$ cat config.mk
export PLATFORM = sky130hd
export DESIGN_NAME = wb_bus_arbiter
export DESIGN_NICKNAME = d
export VERILOG_FILES = /design/src/rtl/wb_arb_pkg.sv /design/src/rtl/wb_arb_pick.sv /design/src/rtl/wb_bus_arbiter.sv
export SDC_FILE = /design/constraint.sdc
export NUM_CORES = 1
export LEC_CHECK = 0
export ABC_AREA = 1
export BUFFER_PORTS_ARGS = -buffer_cell sky130_fd_sc_hd__buf_2
export CELL_PAD_IN_SITES_DETAIL_PLACEMENT = 1
export CELL_PAD_IN_SITES_GLOBAL_PLACEMENT = 1
export CORE_AREA = 2 2 123 125
export DETAILED_ROUTE_END_ITERATION = 16
export DIE_AREA = 0 0 125 127
export GPL_ROUTABILITY_DRIVEN = 0
export PLACE_DENSITY_LB_ADDON = 0.3
export SLEW_MARGIN = 40
export SYNTH_ARGS = -nofsm -noshare
export SYNTH_HDL_FRONTEND = slang
export SYNTH_SLANG_ARGS = --single-unit
$ cat constraint.sdc
create_clock -name clk -period 2.7 [get_ports clk]
set_clock_uncertainty 0.1 [all_clocks]
set_input_delay 0.54 -clock clk [delete_from_list [all_inputs] [get_ports clk]]
set_output_delay 0.54 -clock clk [all_outputs]
set_load 0.005 [all_outputs]
$ cat src/rtl/wb_arb_pkg.sv
// Shared definitions for the two-master Wishbone arbiter.
// State encodings equal the one-hot grant vector {m1,m0}, so the state register is gnt_o.
package wb_arb_pkg;

  localparam int WB_ARB_ADDR_W = 32;
  localparam int WB_ARB_DATA_W = 32;

  typedef enum logic [1:0] {
    WB_ARB_IDLE   = 2'b00,
    WB_ARB_OWN_M0 = 2'b01,
    WB_ARB_OWN_M1 = 2'b10
  } wb_arb_state_t;

endpackage

$ cat src/rtl/wb_arb_pick.sv
// Tie-break for the arbiter's IDLE state; round-robin when WB_ARB_RR_EN is defined, else m1 wins.
// Latency: combinational. Backpressure: none, pure function of the requests and the pointer.
// Config macro: WB_ARB_RR_EN.
module wb_arb_pick (
  input  logic m0_cyc,
  input  logic m1_cyc,
  input  logic last_m1,
  output logic pick_m1
);

`ifdef WB_ARB_RR_EN
  // On a tie, the master not served last wins.
  assign pick_m1 = (m0_cyc & m1_cyc) ? ~last_m1 : m1_cyc;
`else
  logic unused_pick_in;
  assign unused_pick_in = m0_cyc ^ last_m1;
  assign pick_m1        = m1_cyc;
`endif

endmodule

$ cat src/rtl/wb_bus_arbiter.sv
// Two-master / one-slave Wishbone arbiter; grant held for the owner's whole cyc. Config macro: WB_ARB_RR_EN.
// Latency: grant registered on the edge that samples cyc; ack and read data return combinationally.
// Backpressure: a non-owning master simply waits without ack; no timeout is imposed on the owner.
module wb_bus_arbiter
  import wb_arb_pkg::*;
#(
  parameter  int ADDR_W = WB_ARB_ADDR_W,
  parameter  int DATA_W = WB_ARB_DATA_W,
  localparam int SEL_W  = DATA_W / 8
) (
  input  logic              clk,
  input  logic              rst,
  input  logic [ADDR_W-1:0] m0_addr_i,
  input  logic [DATA_W-1:0] m0_data_i,
  input  logic              m0_we_i,
  input  logic [SEL_W-1:0]  m0_sel_i,
  input  logic              m0_stb_i,
  input  logic              m0_cyc_i,
  output logic [DATA_W-1:0] m0_data_o,
  output logic              m0_ack_o,
  input  logic [ADDR_W-1:0] m1_addr_i,
  input  logic [DATA_W-1:0] m1_data_i,
  input  logic              m1_we_i,
  input  logic [SEL_W-1:0]  m1_sel_i,
  input  logic              m1_stb_i,
  input  logic              m1_cyc_i,
  output logic [DATA_W-1:0] m1_data_o,
  output logic              m1_ack_o,
  output logic [ADDR_W-1:0] s_addr_o,
  output logic [DATA_W-1:0] s_data_o,
  output logic              s_we_o,
  output logic [SEL_W-1:0]  s_sel_o,
  output logic              s_stb_o,
  output logic              s_cyc_o,
  input  logic [DATA_W-1:0] s_data_i,
  input  logic              s_ack_i,
  output logic [1:0]        gnt_o
);

  wb_arb_state_t state;
  logic          last_m1;
  logic          pick_m1;
  logic          go_m0, go_m1, go_idle;
  logic          own_m0, own_m1;

  wb_arb_pick u_pick (
    .m0_cyc  (m0_cyc_i),
    .m1_cyc  (m1_cyc_i),
    .last_m1 (last_m1),
    .pick_m1 (pick_m1)
  );

  // Transition decode shared by the FSM and the round-robin pointer.
  always_comb begin
    go_m0   = 1'b0;
    go_m1   = 1'b0;
    go_idle = 1'b0;
    case (state)
      WB_ARB_IDLE: begin
        go_m1 = (m0_cyc_i | m1_cyc_i) & pick_m1;
        go_m0 = (m0_cyc_i | m1_cyc_i) & ~pick_m1;
      end
      WB_ARB_OWN_M0: begin
        go_m1   = ~m0_cyc_i & m1_cyc_i;
        go_idle = ~m0_cyc_i & ~m1_cyc_i;
      end
      WB_ARB_OWN_M1: begin
        go_m0   = ~m1_cyc_i & m0_cyc_i;
        go_idle = ~m1_cyc_i & ~m0_cyc_i;
      end
      default: go_idle = 1'b1;
    endcase
  end

  always_ff @(posedge clk or negedge rst) begin
    if (!rst) begin
      state <= WB_ARB_IDLE;
    end else if (go_m1) begin
      state <= WB_ARB_OWN_M1;
    end else if (go_m0) begin
      state <= WB_ARB_OWN_M0;
    end else if (go_idle) begin
      state <= WB_ARB_IDLE;
    end
  end

`ifdef WB_ARB_RR_EN
  always_ff @(posedge clk or negedge rst) begin
    if (!rst) begin
      last_m1 <= 1'b0;
    end else if (go_m1) begin
      last_m1 <= 1'b1;
    end else if (go_m0) begin
      last_m1 <= 1'b0;
    end
  end
`else
  assign last_m1 = 1'b0;
`endif

  assign own_m0 = (state == WB_ARB_OWN_M0);
  assign own_m1 = (state == WB_ARB_OWN_M1);
  assign gnt_o  = state;

  always_comb begin
    s_addr_o = '0;
    s_data_o = '0;
    s_we_o   = 1'b0;
    s_sel_o  = '0;
    s_stb_o  = 1'b0;
    s_cyc_o  = 1'b0;
    if (own_m0) begin
      s_addr_o = m0_addr_i;
      s_data_o = m0_data_i;
      s_we_o   = m0_we_i;
      s_sel_o  = m0_sel_i;
      s_stb_o  = m0_stb_i;
      s_cyc_o  = m0_cyc_i;
    end else if (own_m1) begin
      s_addr_o = m1_addr_i;
      s_data_o = m1_data_i;
      s_we_o   = m1_we_i;
      s_sel_o  = m1_sel_i;
      s_stb_o  = m1_stb_i;
      s_cyc_o  = m1_cyc_i;
    end
  end

  // Gating ack with the owner's own cyc keeps a late slave ack from leaking across a handover.
  assign m0_ack_o  = s_ack_i & own_m0 & m0_cyc_i;
  assign m1_ack_o  = s_ack_i & own_m1 & m1_cyc_i;
  assign m0_data_o = own_m0 ? s_data_i : '0;
  assign m1_data_o = own_m1 ? s_data_i : '0;

endmodule

==> metrics.md <==
| Metric | Value |
|---|---|
| Nature of the critical path endpoint | `output port` |
| Hold bufs inserted after CTS | `0` |
| Launching point of the worst reg2reg path | `gnt_o[1]$_DFFE_PN0P_` |
| Fraction of synthesized cell area taken by the top area cell type | `around 45%` |
| Post-synth net total | `580` |
| Number of unique standard cell types used by synthesis | `14` |
| Max-capacitance violation count | `0` |
| Fillers | `2035` |
| Stages on the worst setup path | `6` |
| Core Footprint | `about 14000 um^2` |
| Final #Nets | `876` |
| Required @ worst endpoint | `about 2.1 ns` |
| Highest attainable clock frequency | `415 MHz` |
| Final setup violation count | `0` |
| Worst vdd rail ir drop | `around 390 uV` |
| Die ar. | `15900 um^2` |
| Sum of net half-perimeters after detailed placement | `8.86 mm` |
| Average cell area after synthesis | `4.46 um^2` |
| Number of instances in the synthesized netlist | `400` |
| Static leakage | `2.85 nW` |
| Antenna Cells | `0` |
| Post-synthesis cell type with the largest combined area | `sky130_fd_sc_hd__nand2_1` |
| Most common library cell in the layout ignoring fill and taps | `sky130_fd_sc_hd__buf_2` |
| Clock Tree Root | `sky130_fd_sc_hd__clkbuf_16` |
| DR pass1 iterations | `4` |
| Number of clock sinks | `2` |
| Reg-to-reg critical path endpoint | `gnt_o[0]$_DFFE_PN0P_` |
| Final hold violations | `0` |
| Cell Pwr Density | `about 740 nW/um^2` |
| Arrival time at the worst endpoint | `1.77 ns` |
| Worst hold margin | `between 0.005 and 0.006 ns` |
| Worst slack after detailed placement | `0.491 ns` |
| Setup repair after global routing missed its margin | `no` |
| Slew Viols, Final | `0` |
| DR vias | `3424` |
| Pin count of the biggest net entering global routing | `66` |
| Class of the worst hold path | `in2async` |
| Avg WL per Cell | `around 12 um` |
| Via count of the first global-routing pass | `roughly 3300` |
| Power consumption | `2.64 mW` |
| Clock period minus worst slack | `2.41 ns` |
| Count of buffering cells on the critical path with inverters included | `3` |
| Crit path cell chain | `inv_1 > ha_4 > buf_4 > nand3_1 > nand2_1 > buf_2` |
| Reg2reg path depth | `8` |
| Relative slew slack | `a little under three quarters` |
| Number of buffers created by CTS | `3` |
| Fraction of final layout cells sized beyond drive strength 1 | `between 40% and 50%` |
| Highest cell delay on the worst timing path | `0.43 ns` |
| Post-CTS repair timing setup buffer count | `0` |
| Peak fanout along the critical path | `30` |
| Cell area after technology mapping | `1780 um^2` |
| Slowest-stage cell, CP | `sky130_fd_sc_hd__dfrtp_1` |
| Clock latency at the later pin of the worst-skew pair | `0.22 ns` |
| Total of flip-flops plus latches after synthesis | `2` |
| Final cycle utilization of the critical path | `89.3%` |
| Post-DP Area | `roughly 3500 um^2` |
| Top area cells in the synthesized netlist | `sky130_fd_sc_hd__nand2_1 (45%), sky130_fd_sc_hd__nand3_1 (20%), sky130_fd_sc_hd__inv_1 (15%)` |
| Most frequent cells in the layout | `sky130_fd_sc_hd__buf_2 (315), sky130_fd_sc_hd__nand2_1 (213), sky130_fd_sc_hd__inv_1 (71), sky130_fd_sc_hd__nand3_1 (71)` |
| Post-detailed-route via-to-cell ratio | `3.90` |
| Category of cells accounting for the largest share of critical-path delay | `buffers and inverters` |
| Share of the core filled with cells | `24.6%` |
| Aggregate global-route resource usage | `approximately an eighth` |
| Clock-pin transition on the worst setup and hold timing paths | `0.03 ns` |
| Total placed cells including tap cells | `875` |
| Crit path launch type | `flop` |
| Residual DRC | `0` |
| CTS tree | `built` |
| Crit Path Category | `reg2out` |
| Reg2reg setup slack | `between 0.9 and 1 ns` |
| Grt ovf | `0` |
| Top Ports | `316` |
| Part of the Yosys area used for sequential elements | `about 2.8%` |
| Drt total wl | `10.6 mm` |
| Wire length of the first global-routing pass | `16.5 mm` |
| Final Instance Count excl. Fillers | `878` |
| Effective utilization at floorplan | `12.4%` |
| Transition time of the tightest slew-check pin | `0.425 ns` |
| Buffers added on ports | `315` |
| Setup_tns | `0 ns` |
| Longest Clk Path Bufs | `2` |
| Chip width | `around 130 um` |
| Post-route worst setup slack | `0.289 ns` |
| Yosys warnings | `0` |
| First DRT Iteration DRCs | `67` |
| Area of all placed cells without fillers | `3550 um^2` |
| Chip height | `about 130 um` |
| Outcome | `complete, no violations` |
| Number of antenna violations at the first check in global routing | `0` |
| Cts repair resizes | `0` |
| Detail Route Antenna Nets | `0` |
| Number of levels the H-tree was split into | `1` |
| Flip-flop count of the largest register, all copies and words added | `2` |
| Placement row count | `44` |
| Area added between synthesis and finish | `99.0%` |
[layer usage]
layer	track usage (%)	share of wire, %
met5	0	0
met3	2.30	8.3
met1	14.1	39
met4	1.37	0.23
met2	23.9	52
[how the worst max path moves through the flow]
stage                          from  slack [ns]      endpoint
6_report       gnt_o[0]$_DFFE_PN0P_        0.29    s_sel_o[1]
5_1_grt        gnt_o[0]$_DFFE_PN0P_        0.14    s_sel_o[3]
4_1_cts        gnt_o[0]$_DFFE_PN0P_        0.26    s_sel_o[1]
3_5_place_dp   gnt_o[0]$_DFFE_PN0P_        0.49  s_addr_o[28]
3_3_place_gp   gnt_o[1]$_DFFE_PN0P_        0.51   s_addr_o[0]
2_1_floorplan  gnt_o[1]$_DFFE_PN0P_        0.92  s_addr_o[10]
[where the power goes]
part / leakage, nW / internal (mW) / switching, mW / total, mW
sequential: 0.0250 / 0.0442 / 0.0223 / 0.0665
combinational: 2.79 / 1.00 / 1.35 / 2.36
clock: 0.0370 / 0.188 / 0.0312 / 0.219
[cell usage after synthesis]
master,n
sky130_fd_sc_hd__nor2_1,4
sky130_fd_sc_hd__o21ai_0,1
sky130_fd_sc_hd__o21bai_1,1
sky130_fd_sc_hd__buf_2,10
sky130_fd_sc_hd__nand3_1,71
sky130_fd_sc_hd__dfrtp_1,2
sky130_fd_sc_hd__clkinv_2,1
sky130_fd_sc_hd__or2_2,1
sky130_fd_sc_hd__buf_4,15
sky130_fd_sc_hd__nand2_1,213
sky130_fd_sc_hd__ha_1,3
sky130_fd_sc_hd__buf_6,6
sky130_fd_sc_hd__nand4_1,1
sky130_fd_sc_hd__inv_1,71
[final cells by class]
cell class                      instances  area [um^2]  share of cell area [%]
Sequential cell                         2         50.0                    1.41
Timing Repair Buffer                  322         1670                    46.9
Tap cell                              184          230                    6.48
Multi-Input combinational cell        295         1260                    35.4
Inverter                               72          272                    7.65
Clock buffer                            3         75.1                    2.11
[logic make-up after synthesis]
kind of cell / share of synthesized area (%)
AO/OA/AOI/OAI: 0.701
flip-flops: 2.81
AND/OR/NAND/NOR: 66.3
adder cells (fa/ha/maj): 2.10
buffers and inverters: 28.1
(Power assumes the default switching activity.)
